File: config.mk
export PLATFORM = sky130hd
export DESIGN_NAME = poly_coef_packer_flat
export DESIGN_NICKNAME = d
export VERILOG_FILES = /design/src/rtl/poly_coef_packer_if.sv /design/src/rtl/poly_coef_packer.sv /design/src/flat_wrapper.sv
export SDC_FILE = /design/constraint.sdc
export NUM_CORES = 1
export LEC_CHECK = 0
export ABC_AREA = 1
export ABC_CLOCK_PERIOD_IN_PS = 3650
export CAP_MARGIN = 20
export CELL_PAD_IN_SITES_DETAIL_PLACEMENT = 1
export CELL_PAD_IN_SITES_GLOBAL_PLACEMENT = 1
export CORE_ASPECT_RATIO = 0.8
export CORE_MARGIN = 8
export CORE_UTILIZATION = 35
export CTS_CLUSTER_DIAMETER = 30
export DETAILED_ROUTE_END_ITERATION = 16
export PLACE_DENSITY_LB_ADDON = 0.2
export SLEW_MARGIN = 40
export SYNTH_ARGS = -nofsm -noshare
export SYNTH_HDL_FRONTEND = slang
export SYNTH_SLANG_ARGS = --single-unit
File: constraint.sdc
create_clock -name clk -period 3.65 [get_ports clk]
set_clock_uncertainty 0.05 [all_clocks]
set_input_delay 0.73 -clock clk [delete_from_list [all_inputs] [get_ports clk]]
set_output_delay 0.73 -clock clk [all_outputs]
set_load 0.02 [all_outputs]
File: src/rtl/poly_coef_packer_if.sv
`default_nettype none
// ============================================================================
// Module   : poly_coef_packer_if
// Brief    : Load-control, coefficient stream and RAM-write bundle of the packer.
// Revision : 1.0  initial release
// ============================================================================
interface poly_coef_packer_if #(
    parameter int COEF_W = 12,
    parameter int LANES  = 8,
    parameter int ADDR_W = 8
);
    logic                      load_req;
    logic [ADDR_W-1:0]         base_addr;
    logic                      abort;
    logic                      in_valid;
    logic [COEF_W-1:0]         in_data;
    logic                      in_ready;
    logic                      mem_wen;
    logic [ADDR_W-1:0]         mem_waddr;
    logic [LANES*COEF_W-1:0]   mem_wdata;
    logic                      busy;
    logic                      done;

    modport master (
        output load_req, base_addr, abort, in_valid, in_data,
        input  in_ready, mem_wen, mem_waddr, mem_wdata, busy, done
    );

    modport slave (
        input  load_req, base_addr, abort, in_valid, in_data,
        output in_ready, mem_wen, mem_waddr, mem_wdata, busy, done
    );
endinterface
`default_nettype wire

File: src/rtl/poly_coef_packer.sv
`default_nettype none
// ============================================================================
// Module   : poly_coef_packer
// Brief    : Reduces coefficients mod Q, packs LANES per word, writes one polynomial.
// Revision : 1.0  initial release
// ============================================================================
module poly_coef_packer #(
    parameter int COEF_W = 12,
    parameter int LANES  = 8,
    parameter int WORDS  = 32,
    parameter int ADDR_W = 8,
    parameter int Q      = 3329
) (
    input  logic              clk,
    input  logic              rst,
    poly_coef_packer_if.slave bus
);
    localparam int c_lane_w = $clog2(LANES);
    localparam int c_word_w = $clog2(WORDS);
    localparam int c_data_w = LANES * COEF_W;
    localparam logic [COEF_W-1:0]   c_q         = COEF_W'(Q);
    localparam logic [c_lane_w-1:0] c_last_lane = c_lane_w'(LANES - 1);
    localparam logic [c_word_w-1:0] c_last_word = c_word_w'(WORDS - 1);

    typedef enum logic [1:0] {
        ST_IDLE  = 2'd0,
        ST_FILL  = 2'd1,
        ST_DRAIN = 2'd2
    } state_t;

    state_t                r_state;
    state_t                w_state_nxt;
    logic                  w_in_ready;
    logic                  w_start;
    logic                  w_abort;
    logic                  w_done_nxt;
    logic                  w_accept;
    logic                  w_last_lane;
    logic [COEF_W-1:0]     w_coef;
    logic [c_data_w-1:0]   w_word;

    logic [c_data_w-1:0]   r_word;
    logic [c_lane_w-1:0]   r_lane;
    logic [c_word_w-1:0]   r_word_idx;
    logic [ADDR_W-1:0]     r_base;
    logic                  r_mem_wen;
    logic [ADDR_W-1:0]     r_mem_waddr;
    logic [c_data_w-1:0]   r_mem_wdata;
    logic                  r_done;

    assign w_last_lane = (r_lane == c_last_lane);

    always_ff @(posedge clk) begin
        if (rst) r_state <= ST_IDLE;
        else     r_state <= w_state_nxt;
    end

    // abort outranks both a new request and the final lane-7 beat
    always_comb begin
        w_state_nxt = r_state;
        w_in_ready  = 1'b0;
        w_start     = 1'b0;
        w_abort     = 1'b0;
        w_done_nxt  = 1'b0;
        case (r_state)
            ST_IDLE: begin
                if (bus.load_req) begin
                    w_start     = 1'b1;
                    w_state_nxt = ST_FILL;
                end
            end
            ST_FILL: begin
                w_in_ready = 1'b1;
                if (bus.abort) begin
                    w_abort     = 1'b1;
                    w_state_nxt = ST_IDLE;
                end else if (bus.in_valid && w_last_lane && (r_word_idx == c_last_word)) begin
                    w_state_nxt = ST_DRAIN;
                end
            end
            ST_DRAIN: begin
                w_state_nxt = ST_IDLE;
                if (bus.abort) w_abort    = 1'b1;
                else           w_done_nxt = 1'b1;
            end
            default: w_state_nxt = ST_IDLE;
        endcase
    end

    assign w_accept = w_in_ready & bus.in_valid & ~bus.abort;

    // single conditional subtraction suffices since inputs are below 2*Q
    always_comb begin
        w_coef = (bus.in_data >= c_q) ? (bus.in_data - c_q) : bus.in_data;
        w_word = r_word;
        w_word[int'(r_lane)*COEF_W +: COEF_W] = w_coef;
    end

    always_ff @(posedge clk) begin
        if (rst) begin
            r_word      <= '0;
            r_lane      <= '0;
            r_word_idx  <= '0;
            r_base      <= '0;
            r_mem_wen   <= 1'b0;
            r_mem_waddr <= '0;
            r_mem_wdata <= '0;
            r_done      <= 1'b0;
        end else begin
            r_mem_wen <= 1'b0;
            r_done    <= w_done_nxt;
            if (w_start) begin
                r_base     <= bus.base_addr;
                r_lane     <= '0;
                r_word_idx <= '0;
            end else if (w_abort) begin
                r_lane     <= '0;
                r_word_idx <= '0;
            end else if (w_accept) begin
                r_word <= w_word;
                if (w_last_lane) begin
                    r_lane      <= '0;
                    r_word_idx  <= r_word_idx + 1'b1;
                    r_mem_wen   <= 1'b1;
                    r_mem_wdata <= w_word;
                    r_mem_waddr <= r_base + ADDR_W'(r_word_idx);
                end else begin
                    r_lane <= r_lane + 1'b1;
                end
            end
        end
    end

    assign bus.in_ready  = w_in_ready;
    assign bus.busy      = (r_state != ST_IDLE);
    assign bus.mem_wen   = r_mem_wen;
    assign bus.mem_waddr = r_mem_waddr;
    assign bus.mem_wdata = r_mem_wdata;
    assign bus.done      = r_done;
endmodule
`default_nettype wire

File: src/flat_wrapper.sv
// flat-port wrapper written by rule: the top's interface ports become plain ports
module poly_coef_packer_flat 
#(
    parameter int COEF_W = 12,
    parameter int LANES  = 8,
    parameter int WORDS  = 32,
    parameter int ADDR_W = 8,
    parameter int Q      = 3329
)
  (clk, rst, bus_load_req, bus_base_addr, bus_abort, bus_in_valid, bus_in_data, bus_in_ready, bus_mem_wen, bus_mem_waddr, bus_mem_wdata, bus_busy, bus_done);
  poly_coef_packer_if #(.COEF_W(COEF_W), .LANES(LANES), .ADDR_W(ADDR_W)) bus_i ();
  input  logic clk;
  input  logic rst;
  input wire logic [$bits(bus_i.load_req)-1:0] bus_load_req;
  input wire logic [$bits(bus_i.base_addr)-1:0] bus_base_addr;
  input wire logic [$bits(bus_i.abort)-1:0] bus_abort;
  input wire logic [$bits(bus_i.in_valid)-1:0] bus_in_valid;
  input wire logic [$bits(bus_i.in_data)-1:0] bus_in_data;
  output wire logic [$bits(bus_i.in_ready)-1:0] bus_in_ready;
  output wire logic [$bits(bus_i.mem_wen)-1:0] bus_mem_wen;
  output wire logic [$bits(bus_i.mem_waddr)-1:0] bus_mem_waddr;
  output wire logic [$bits(bus_i.mem_wdata)-1:0] bus_mem_wdata;
  output wire logic [$bits(bus_i.busy)-1:0] bus_busy;
  output wire logic [$bits(bus_i.done)-1:0] bus_done;
  assign bus_i.load_req = bus_load_req;
  assign bus_i.base_addr = bus_base_addr;
  assign bus_i.abort = bus_abort;
  assign bus_i.in_valid = bus_in_valid;
  assign bus_i.in_data = bus_in_data;
  assign bus_in_ready = bus_i.in_ready;
  assign bus_mem_wen = bus_i.mem_wen;
  assign bus_mem_waddr = bus_i.mem_waddr;
  assign bus_mem_wdata = bus_i.mem_wdata;
  assign bus_busy = bus_i.busy;
  assign bus_done = bus_i.done;
  poly_coef_packer #(.COEF_W(COEF_W), .LANES(LANES), .WORDS(WORDS), .ADDR_W(ADDR_W), .Q(Q)) u_core (.clk(clk), .rst(rst), .bus(bus_i));
endmodule
==> results.yml, run 1 <==
setup_path:
  critPathKind: "flop to flop"
  setup.worst_path.start_class: "flop"
  critical_path.startpoint: "u_core.r_lane[1]"
  critPathCaptureType: "flop"
  regToRegStartpoint: "u_core.r_lane[1]"
  worst_path_arrival_ns: 3.80
  cp.required_ns: 4.05
  worst-path-max-fanout: 5
global_routing:
  overflow: 0
  global_route.usage.total: 0.2230
  first_global_vias: 12510
  maximum_number_of_pins_on_one_net_before_global_route_repair: 115
  grt_first_pass_wirelength_um: 69350
  antenna_found_initial: 1
clock_tree:
  clock_tree_from_tritoncts: "done"
  clk_transition_reported_paths_ns: 0.05
  tritoncts_num_sinks: 220
  cts_buffers: 51
  cts_root_buffer: "sky130_fd_sc_hd__clkbuf_16"
  cts-root-to-sink-buffers: 3
  cts-htree-levels: 2
  post_cts_buffers: 0
  later_pin_clock_latency_in_the_skew_report_ns: 0.57
logic_synthesis:
  syn-cell-area_sq_um: 11210
  post_synthesis_sequential_area_ratio: 0.3928
  synth_largest_type_area_fraction: 0.3928
  synthCells: 1648
  synth_area_per_cell_sq_um: 6.803
  synth.net_count: 1694
  yosys_most_used_dff: "sky130_fd_sc_hd__dfxtp_1"
  synth_top_cells_by_count: "307 x sky130_fd_sc_hd__nand2_1, 220 x sky130_fd_sc_hd__dfxtp_1, 200 x sky130_fd_sc_hd__nor2_1"
  yosys.area.top_type: "sky130_fd_sc_hd__dfxtp_1"
  post-synth-top-count-cell: "sky130_fd_sc_hd__nand2_1"
  synth_async_sr_flop_share: 0
  synth_cell_type_count: 44
  ys_ff_latch: 220
  synth_top_cells_by_area: "sky130_fd_sc_hd__dfxtp_1 39%, sky130_fd_sc_hd__nand2_1 10%, sky130_fd_sc_hd__o21ai_0 7.8%, sky130_fd_sc_hd__nand3_1 7.5%, sky130_fd_sc_hd__nor2_1 6.7%"
  number_of_flops_mapped_to_enable_cells_by_yosys: 0
  synth_warnings: 0
placed_design:
  dp.cells: 2156
  dp_hpwl_um: 30180
  gp_routability_congestion: 0.8879
  place_ws_ns: 0.0007594
  port_buffers: 132
sta:
  max_slew.worst_pin.slew_ns: 0.7633
  final_hold_viol_count: 0
  peak_clock_frequency_supported_by_timing_ghz: 0.2940
  postLayoutSetupSlackWorst_ns: 0.2485
  slew_headroom: 0.4911
  period_share: 0.9319
  setup_tns_ns: 0
  timing.hold.ws_ns: 0.4187
  setup-violations-final: 0
  maxSlewViolCount: 0
  finalWorstPathRequiredPeriod_ns: 3.401
  unrepaired_setup_endpoints_after_global_routing: "no"
power_and_ir_drop:
  vdd_ir_drop_max_mv: 0.2836
  total_power_w: 0.008345
  p_per_area_nw_per_um2: 555.2
  p_leak_nw: 6.289
drt:
  totalWireLength_um: 43270
  detailedRoute.firstPassIterationCount: 5
  wl_per_cell_um: 19.24
  antenna_violating_nets_post_route: 0
  drc: 0
  viasPerCell: 5.296
  initialDrtViolationCount: 732
  detailroute.via_count: 11910
hold_path:
  worstHoldStart: "u_core.r_word[44]"
  min-delay-path-class: "flop to flop"
cells_and_area:
  diodes: 0
  final_nets: 1835
  post_layout_nonfiller_instances: 2249
  areaGrowthSynthToFinish_pct: 34.07
  drive_gt1_frac: 0.1110
outcome:
  status: "completed"
die:
  num_io_pins: 133
  effective_utilization_at_floorplan: 0.3560
  num_rows: 58
  die_h_um: 176.1
  die_footprint_sq_um: 38050
  coreArea_sq_um: 31500
  dieWidth_um: 216.1
flow_run:
  cap_viol_max_count: 0
cell usage in the layout (no fill, tap or decap), drive strengths merged, types with 3 or more instances in the layout:
master         count
nand2            310
dfxtp            220
nor2             215
o21ai            188
nand3            173
inv              163
clkdlybuf4s50    131
a21oi            115
clkbuf            64
buf               50
a31oi             42
nand4             42
ha                19
o211ai            17
or2               15
clkinv            14
bufinv            11
nor3              10
xor2               8
clkinvlp           5
a211oi             3
xnor2              3
metrics by stage:
step	instance area, sq um	utilization
detailed placement	13130	0.4168
floorplan	11210	-
CTS	15030	0.4771
global placement	13130	0.4168
global route	15030	0.4773
finish	15030	0.4773
final cells by class:
type                    instances  area, sq um
fillers                      3935        16460
multi-input cells            1171         5809
flip-flops and latches        220         4404
repair buffers                181         1775
clock buffers                  64         1435
inverters                     164        619.3
well taps                     420        525.5
clock inverters                29        462.9
routing by layer:
layer	share of wire	up-vias	GRT usage
li1	-	5793	-
met1	0.47	5780	0.2922
met2	0.45	269	0.3646
met3	0.053	67	0.04874
met4	0.020	2	0.06640
met5	0.00030	-	0
registers in the layout, summed over array words and instances (netlist names):
name                  flops
u_core.bus.mem_wen        1
u_core.r_lane             3
u_core.bus.done           1
u_core.bus.mem_waddr      8
u_core.r_base             8
u_core.bus.mem_wdata     96
u_core.r_word            96
u_core.r_word_idx         5
u_core.r_state            2
power by group:
part / switching (W) / total (W) / internal, W
Clock: 0.00151 / 0.00505 / 0.00354
Combinational: 0.000561 / 0.000814 / 0.000253
Sequential: 0.0000245 / 0.00248 / 0.00246
Total: 0.00209 / 0.00835 / 0.00625
kinds of logic (layout without fill, tap and decap cells):
group                    after synthesis  after routing  synth area share
AND/OR/NAND/NOR                      766            766            0.3042
AO/OA/AOI/OAI                        373            373            0.1786
flip-flops                           220            220            0.3928
XOR/XNOR                              11             11          0.009263
buffers and inverters                257            438           0.09039
adder cells (fa/ha/maj)               21             21           0.02477
timing repair:
action                     in CTS  in global routing
setup endpoints to repair       0                  2
hold buffers                    0                  0
resized for setup               0                  1
path summary, 6_finish.rpt:
check / end / slack [ns] / cells after the start
setup / recovery: u_core.bus.mem_wdata[17] / 0.25 / 18
hold / removal: u_core.r_word[44] / 0.42 / 2
setup reg to reg: u_core.bus.mem_wdata[17] / 0.25 / 18
hold reg to reg: u_core.r_word[44] / 0.42 / 2
worst max-delay path, stage by stage, from the launching register on:
cell and delay, ns:
sky130_fd_sc_hd__dfxtp_1 0.35, sky130_fd_sc_hd__ha_1 0.23, sky130_fd_sc_hd__fa_1 0.52, sky130_fd_sc_hd__inv_1 0.09
sky130_fd_sc_hd__nand3_1 0.15, sky130_fd_sc_hd__inv_1 0.08, sky130_fd_sc_hd__ha_1 0.20, sky130_fd_sc_hd__inv_1 0.17
sky130_fd_sc_hd__nand3_4 0.14, sky130_fd_sc_hd__nor2_4 0.17, sky130_fd_sc_hd__nand2_1 0.13, sky130_fd_sc_hd__nor2_1 0.14
sky130_fd_sc_hd__inv_2 0.06, sky130_fd_sc_hd__nor2_2 0.24, sky130_fd_sc_hd__inv_2 0.10, sky130_fd_sc_hd__a21oi_1 0.20
sky130_fd_sc_hd__nand3_1 0.14, sky130_fd_sc_hd__nand2_1 0.09, sky130_fd_sc_hd__inv_1 0.04
Power figures use the tool's default switching activity.
==> inputs of run 2 (changes only) <==
--- a/config.mk
+++ b/config.mk
@@ -6,7 +6,7 @@
 export NUM_CORES = 1
 export LEC_CHECK = 0
 export ABC_AREA = 1
-export ABC_CLOCK_PERIOD_IN_PS = 3650
+export ABC_CLOCK_PERIOD_IN_PS = 4200
 export CAP_MARGIN = 20
 export CELL_PAD_IN_SITES_DETAIL_PLACEMENT = 1
 export CELL_PAD_IN_SITES_GLOBAL_PLACEMENT = 1
==> constraint.sdc (replaced) <==
create_clock -name clk -period 4.2 [get_ports clk]
set_clock_uncertainty 0.05 [all_clocks]
set_input_delay 0.84 -clock clk [delete_from_list [all_inputs] [get_ports clk]]
set_output_delay 0.84 -clock clk [all_outputs]
set_load 0.02 [all_outputs]
==> run 2 against run 1 <==
Effect of this change:
- power decreased by 16%
- via count decreased by 0.25%
- final area decreased by 1.8%
- sequential power decreased by 13%
==> results.yml, run 2 (synthesized netlist as in run 1, its figures left out) <==
cells_and_area:
  mostFrequentLayoutCells: "307 x sky130_fd_sc_hd__nand2_1, 220 x sky130_fd_sc_hd__dfxtp_1, 199 x sky130_fd_sc_hd__nor2_1"
  fin_util: 0.4686
  seq_area_sq_um: 4404
  multi_input_logic_area_sq_um: 5807
  layout_commonest_cell: "sky130_fd_sc_hd__nand2_1"
  diodes: 0
  areaGrowthSynthToFinish_pct: 31.63
  drive_gt1_frac: 0.09950
  num-fill-cells: 3967
  final_nets: 1814
clock_tree:
  clock_tree_from_tritoncts: "done"
  clk_transition_reported_paths_ns: 0.05
  hold_bufs_at_cts: 0
  post_cts_buffers: 0
  cts-htree-levels: 2
  postCtsResizedCells: 0
  tritoncts_num_sinks: 220
  later_pin_clock_latency_in_the_skew_report_ns: 0.56
  cts_root_buffer: "sky130_fd_sc_hd__clkbuf_16"
  cts_buffers: 52
  cts-root-to-sink-buffers: 3
drt:
  wl_per_cell_um: 18.99
  initialDrtViolationCount: 849
  detailedRoute.firstPassIterationCount: 5
  viasPerCell: 5.330
  totalWireLength_um: 42320
  detailroute.via_count: 11880
  drc: 0
  antenna_violating_nets_post_route: 0
setup_path:
  critPathSlowestCell: "sky130_fd_sc_hd__fa_1"
  cp_common_cell: "sky130_fd_sc_hd__nand2_1"
  worst-path-max-fanout: 9
  setup.worst_path.start_class: "flop"
  setup.reg_to_reg.worst_slack_ns: 0.50
  worst_path_arrival_ns: 4.06
  crit_path_cell_trace: "ha_1 -> fa_1 -> xnor2_2 -> nand3_1 -> inv_1 -> ha_1 -> buf_4 -> nor3_4 -> nand2_1 -> nand2_1 -> o211ai_1 -> nand2_1 -> a21oi_1"
  critPathKind: "flop to flop"
  cp.required_ns: 4.56
  critical-path-max-stage-delay_ns: 0.44
  critPathCaptureType: "flop"
placed_design:
  port_buffers: 132
  gp_routability_congestion: 0.9587
  dp_hpwl_um: 29930
die:
  die_h_um: 176.1
  die_footprint_sq_um: 38050
  num_rows: 58
  coreArea_sq_um: 31500
  dieWidth_um: 216.1
  num_io_pins: 133
  effective_utilization_at_floorplan: 0.3560
power_and_ir_drop:
  p_leak_nw: 6.129
  p_per_area_nw_per_um2: 477.1
  vdd_ir_drop_max_mv: 0.3211
sta:
  max_slew.worst_pin.slew_ns: 0.7232
  slew_headroom: 0.5179
  setup_tns_ns: 0
  period_share: 0.8803
  peak_clock_frequency_supported_by_timing_ghz: 0.2705
  final_hold_viol_count: 0
  unrepaired_setup_endpoints_after_global_routing: "no"
  finalWorstPathRequiredPeriod_ns: 3.697
  maxSlewViolCount: 0
  setup-violations-final: 0
hold_path:
  min-delay-path-class: "flop to flop"
global_routing:
  antenna_found_initial: 0
  overflow: 0
  global_route.usage.total: 0.2166
  first_global_vias: 12120
  maximum_number_of_pins_on_one_net_before_global_route_repair: 181
  grt_first_pass_wirelength_um: 67450
flow_run:
  cap_viol_max_count: 0
outcome:
  status: "completed"
-- run 2: metrics by stage --
| step | total power (W) | cell area [sq um] | hold slack (ns) | worst slack [ns] | instances |
|---|---|---|---|---|---|
| floorplan | 0.002628 | 11210 | 0.3954 | 1.115 | 1648 |
| global placement | 0.002860 | 12940 | 0.4035 | 0.3690 | 2134 |
| detailed placement | 0.002873 | 12940 | 0.4137 | 0.2656 | 2134 |
| CTS | 0.007084 | 14760 | 0.4203 | 0.5664 | 2229 |
| global route | 0.007281 | 14760 | 0.4323 | 0.2631 | 2229 |
| finish | 0.007041 | 14760 | 0.4188 | 0.5027 | 2229 |
-- run 2: final timing paths --
| kind | startpoint | endpoint | depth (start not counted) |
|---|---|---|---|
| min | u_core.r_word[60] | u_core.r_word[60] | 2 |
| min reg2reg | u_core.r_word[60] | u_core.r_word[60] | 2 |
| max reg2reg | u_core.r_lane[1] | u_core.r_word[5] | 13 |
| max | u_core.r_lane[1] | u_core.r_word[5] | 13 |
-- run 2: worst max-delay path, delay by kind of cell, from the launching register on --
family	cells	cell delay [ns]
simple gates	5	1.08
fa+ha+maj	3	1.02
xor+xnor	1	0.38
flops	1	0.36
buf+inv	2	0.33
compound gates	2	0.32
-- run 2: area by class of cell --
| class | count | share of cell area |
|---|---|---|
| clock inverter | 35 | 0.02967 |
| multi-input combinational | 1171 | 0.3935 |
| tap | 420 | 0.03561 |
| sequential | 220 | 0.2984 |
| inverter | 164 | 0.04197 |
| clock buffer | 60 | 0.09368 |
| timing repair buffer | 159 | 0.1072 |
-- run 2: per-layer routing --
metal | vias to the layer above | wire (um) | global-route usage
met4 | 0 | 1166 | 0.07034
met5 | - | 0 | 0
met3 | 85 | 2371 | 0.04515
met2 | 319 | 18750 | 0.3450
li1 | 5742 | - | -
met1 | 5735 | 20030 | 0.2905
-- run 2: where the power goes --
group	leakage (nW)	switching (W)	total (W)	internal (W)
combinational	3.48	0.000489	0.000691	0.000202
sequential	1.78	0.0000222	0.00216	0.00213
clock	0.875	0.00138	0.00419	0.00281
total	6.13	0.00189	0.00704	0.00515
==> inputs of run 3 (changes only) <==
--- a/config.mk
+++ b/config.mk
@@ -6,7 +6,7 @@
 export NUM_CORES = 1
 export LEC_CHECK = 0
 export ABC_AREA = 1
-export ABC_CLOCK_PERIOD_IN_PS = 4200
+export ABC_CLOCK_PERIOD_IN_PS = 3850
 export CAP_MARGIN = 20
 export CELL_PAD_IN_SITES_DETAIL_PLACEMENT = 1
 export CELL_PAD_IN_SITES_GLOBAL_PLACEMENT = 1
@@ -15,6 +15,7 @@
 export CORE_UTILIZATION = 35
 export CTS_CLUSTER_DIAMETER = 30
 export DETAILED_ROUTE_END_ITERATION = 16
+export GPL_TIMING_DRIVEN = 0
 export PLACE_DENSITY_LB_ADDON = 0.2
 export SLEW_MARGIN = 40
 export SYNTH_ARGS = -nofsm -noshare
==> constraint.sdc (replaced) <==
create_clock -name clk -period 3.85 [get_ports clk]
set_clock_uncertainty 0.05 [all_clocks]
set_input_delay 0.77 -clock clk [delete_from_list [all_inputs] [get_ports clk]]
set_output_delay 0.77 -clock clk [all_outputs]
set_load 0.02 [all_outputs]
==> run 3 against run 2 <==
Effect of this change:
- combinational power rose by 16%
- register-to-register slack worse by 0.34 ns
- global-route usage rose by 2.9 points
- die area is the same
- worst setup slack lost 0.34 ns
- first-iteration DRC count down 15%
- power increased by 12%
- cell count is 3.1% higher
- count of clock-buffer cells in the layout rose by 10
- final area grew 1.9%
- sequential cell count stayed put
- sequential power grew 9.3%
- critical endpoint is now u_core.bus.mem_wdata[70]
- largest power group unchanged
==> results.yml, run 3 (synthesized netlist as in run 1, its figures left out) <==
setup_path:
  endpoint_of_the_most_critical_register_to_register_path: "u_core.bus.mem_wdata[70]"
  critPathCaptureType: "flop"
  critical-path-max-stage-delay_ns: 0.44
  setup.worst_path.start_class: "flop"
  worst-r2r-cell-count: 13
  regToRegStartpoint: "u_core.r_lane[0]"
  critPathBufInv: 4
  crit_path_cell_trace: "ha_1 -> fa_1 -> xnor2_2 -> nand3_1 -> inv_1 -> ha_1 -> clkbuf_2 -> clkbuf_1 -> nand2_1 -> nand3_1 -> o211ai_1 -> nand2_1 -> inv_1"
  worst_path_arrival_ns: 4.09
  worst-path-stages: 13
  cp.required_ns: 4.25
  critPathSlowestCell: "sky130_fd_sc_hd__fa_1"
  critPathKind: "flop to flop"
  critical_path.top_delay_family: "adder cells"
  worst-path-max-fanout: 10
  setup.reg_to_reg.worst_slack_ns: 0.16
cells_and_area:
  areaGrowthSynthToFinish_pct: 34.16
  fin_util: 0.4776
  final_nets: 1885
  drive_gt1_frac: 0.1022
  layout_commonest_cell: "sky130_fd_sc_hd__nand2_1"
  diodes: 0
  post_layout_nonfiller_instances: 2299
  mostFrequentLayoutCells: "306 x sky130_fd_sc_hd__nand2_1, 219 x sky130_fd_sc_hd__dfxtp_1, 197 x sky130_fd_sc_hd__nor2_1"
  stdcell_area_sq_um: 15040
drt:
  wl_per_cell_um: 20.82
  drc: 0
  initialDrtViolationCount: 720
  detailedRoute.firstPassIterationCount: 8
  totalWireLength_um: 47870
  detailroute.via_count: 12330
  antenna_violating_nets_post_route: 0
  viasPerCell: 5.361
sta:
  setup-violations-final: 0
  final_hold_viol_count: 0
  maxSlewViolCount: 0
  slew_headroom: 0.4421
  max_slew.worst_pin.slew_ns: 0.8368
  period_share: 0.9583
  finalWorstPathRequiredPeriod_ns: 3.689
  peak_clock_frequency_supported_by_timing_ghz: 0.2710
  unrepaired_setup_endpoints_after_global_routing: "no"
global_routing:
  grt_first_pass_wirelength_um: 74440
  overflow: 0
  antenna_found_initial: 1
  first_global_vias: 12870
  global_route.usage.total: 0.2461
  maximum_number_of_pins_on_one_net_before_global_route_repair: 15
placed_design:
  gp_routability_congestion: 0.9648
  dp_hpwl_um: 36030
  port_buffers: 131
  detailed_place.area_sq_um: 13050
  dp.cells: 2199
clock_tree:
  clk_transition_reported_paths_ns: 0.04
  tritoncts_num_sinks: 220
  later_pin_clock_latency_in_the_skew_report_ns: 0.56
  cts_root_buffer: "sky130_fd_sc_hd__clkbuf_16"
  cts-htree-levels: 2
  cts_buffers: 53
  cts-root-to-sink-buffers: 3
  clock_tree_from_tritoncts: "done"
flow_run:
  cap_viol_max_count: 0
power_and_ir_drop:
  p_leak_nw: 6.286
  power.sequential.fraction: 0.299
  total_switching_power_w: 0.002004
  swShare: 0.2544
  p_per_area_nw_per_um2: 523.6
  power_frac_clock: 0.599
  comb_power_share: 0.101
  cell_internal_pwr_w: 0.005872
  vdd_ir_drop_max_mv: 0.3355
die:
  effective_utilization_at_floorplan: 0.3560
  coreArea_sq_um: 31500
  num_io_pins: 133
  dieWidth_um: 216.1
  die_h_um: 176.1
  num_rows: 58
  die_footprint_sq_um: 38050
hold_path:
  worstHoldStart: "u_core.r_word[44]"
  worst_hold_path.endpoint: "u_core.r_word[44]"
  min-delay-path-class: "flop to flop"
  timing.hold.worst_path_depth: 2
outcome:
  status: "completed"
==> run 3: per-layer routing <==
metal / vias up / part of all wire / GRT usage
li1: 5876 / - / -
met1: 5973 / 0.46 / 0.3249
met2: 378 / 0.44 / 0.3859
met3: 98 / 0.073 / 0.06396
met4: 0 / 0.031 / 0.08554
met5: - / 0 / 0
==> run 3: worst reg2reg max path, stage by stage (launching register included) <==
cell and delay [ns]:
sky130_fd_sc_hd__dfxtp_4 0.38, sky130_fd_sc_hd__ha_1 0.32, sky130_fd_sc_hd__fa_1 0.44, sky130_fd_sc_hd__xnor2_2 0.35
sky130_fd_sc_hd__nand3_1 0.20, sky130_fd_sc_hd__inv_1 0.11, sky130_fd_sc_hd__ha_1 0.28, sky130_fd_sc_hd__clkbuf_2 0.38
sky130_fd_sc_hd__clkbuf_1 0.45, sky130_fd_sc_hd__nand2_1 0.10, sky130_fd_sc_hd__nand3_1 0.15, sky130_fd_sc_hd__o211ai_1 0.23
sky130_fd_sc_hd__nand2_1 0.12, sky130_fd_sc_hd__inv_1 0.04
==> run 3: cell type report <==
type / count / area (sq um)
Inverter: 164 / 618.1
Multi-Input combinational cell: 1171 / 5828
Clock buffer: 70 / 1500
Buffer: 93 / 414.1
Sequential cell: 220 / 4408
Clock inverter: 25 / 399.1
Tap cell: 420 / 525.5
Timing Repair Buffer: 136 / 1349
Fill cell: 3999 / 16450
==> run 3: power by group through the flow <==
stage               clock network, W  registers, W  logic, W
finish                       0.00472       0.00236  0.000799
detailed placement                 0       0.00240  0.000762
global route                 0.00490       0.00236  0.000872
CTS                          0.00477       0.00236  0.000785
global placement                   0       0.00239  0.000748
floorplan                          0       0.00239  0.000477
==> run 3: per-stage QoR <==
step                setup TNS (ns)  setup WS, ns  total power [W]  hold slack, ns
global placement            -42.89       -0.5624         0.003141          0.4033
CTS                              0       0.05499         0.007912          0.4135
finish                           0        0.1606         0.007876          0.4125
detailed placement          -43.51       -0.5338         0.003157          0.4061
global route                     0     0.0002318         0.008125          0.4552
floorplan                        0        0.7649         0.002867          0.3954
==> run 3: how the worst max path moves through the flow <==
stage / endpoint / startpoint
after detailed placement: u_core.bus.mem_wdata[17] / u_core.r_lane[0]
after global routing: u_core.bus.mem_wdata[70] / u_core.r_lane[0]
after CTS: u_core.bus.mem_wdata[57] / u_core.r_lane[0]
after global placement: u_core.bus.mem_wdata[17] / u_core.r_lane[0]
final: u_core.bus.mem_wdata[70] / u_core.r_lane[0]
after floorplan: u_core.bus.mem_wdata[2] / u_core.r_lane[0]
==> run 3: what timing repair did <==
item	4_1_cts	5_1_grt
pin swaps	1	2
hold endpoints to repair	0	0
buffers inserted	3	2
hold buffers	0	0
endpoints found under the setup margin	177	100
gates resized for setup	13	11
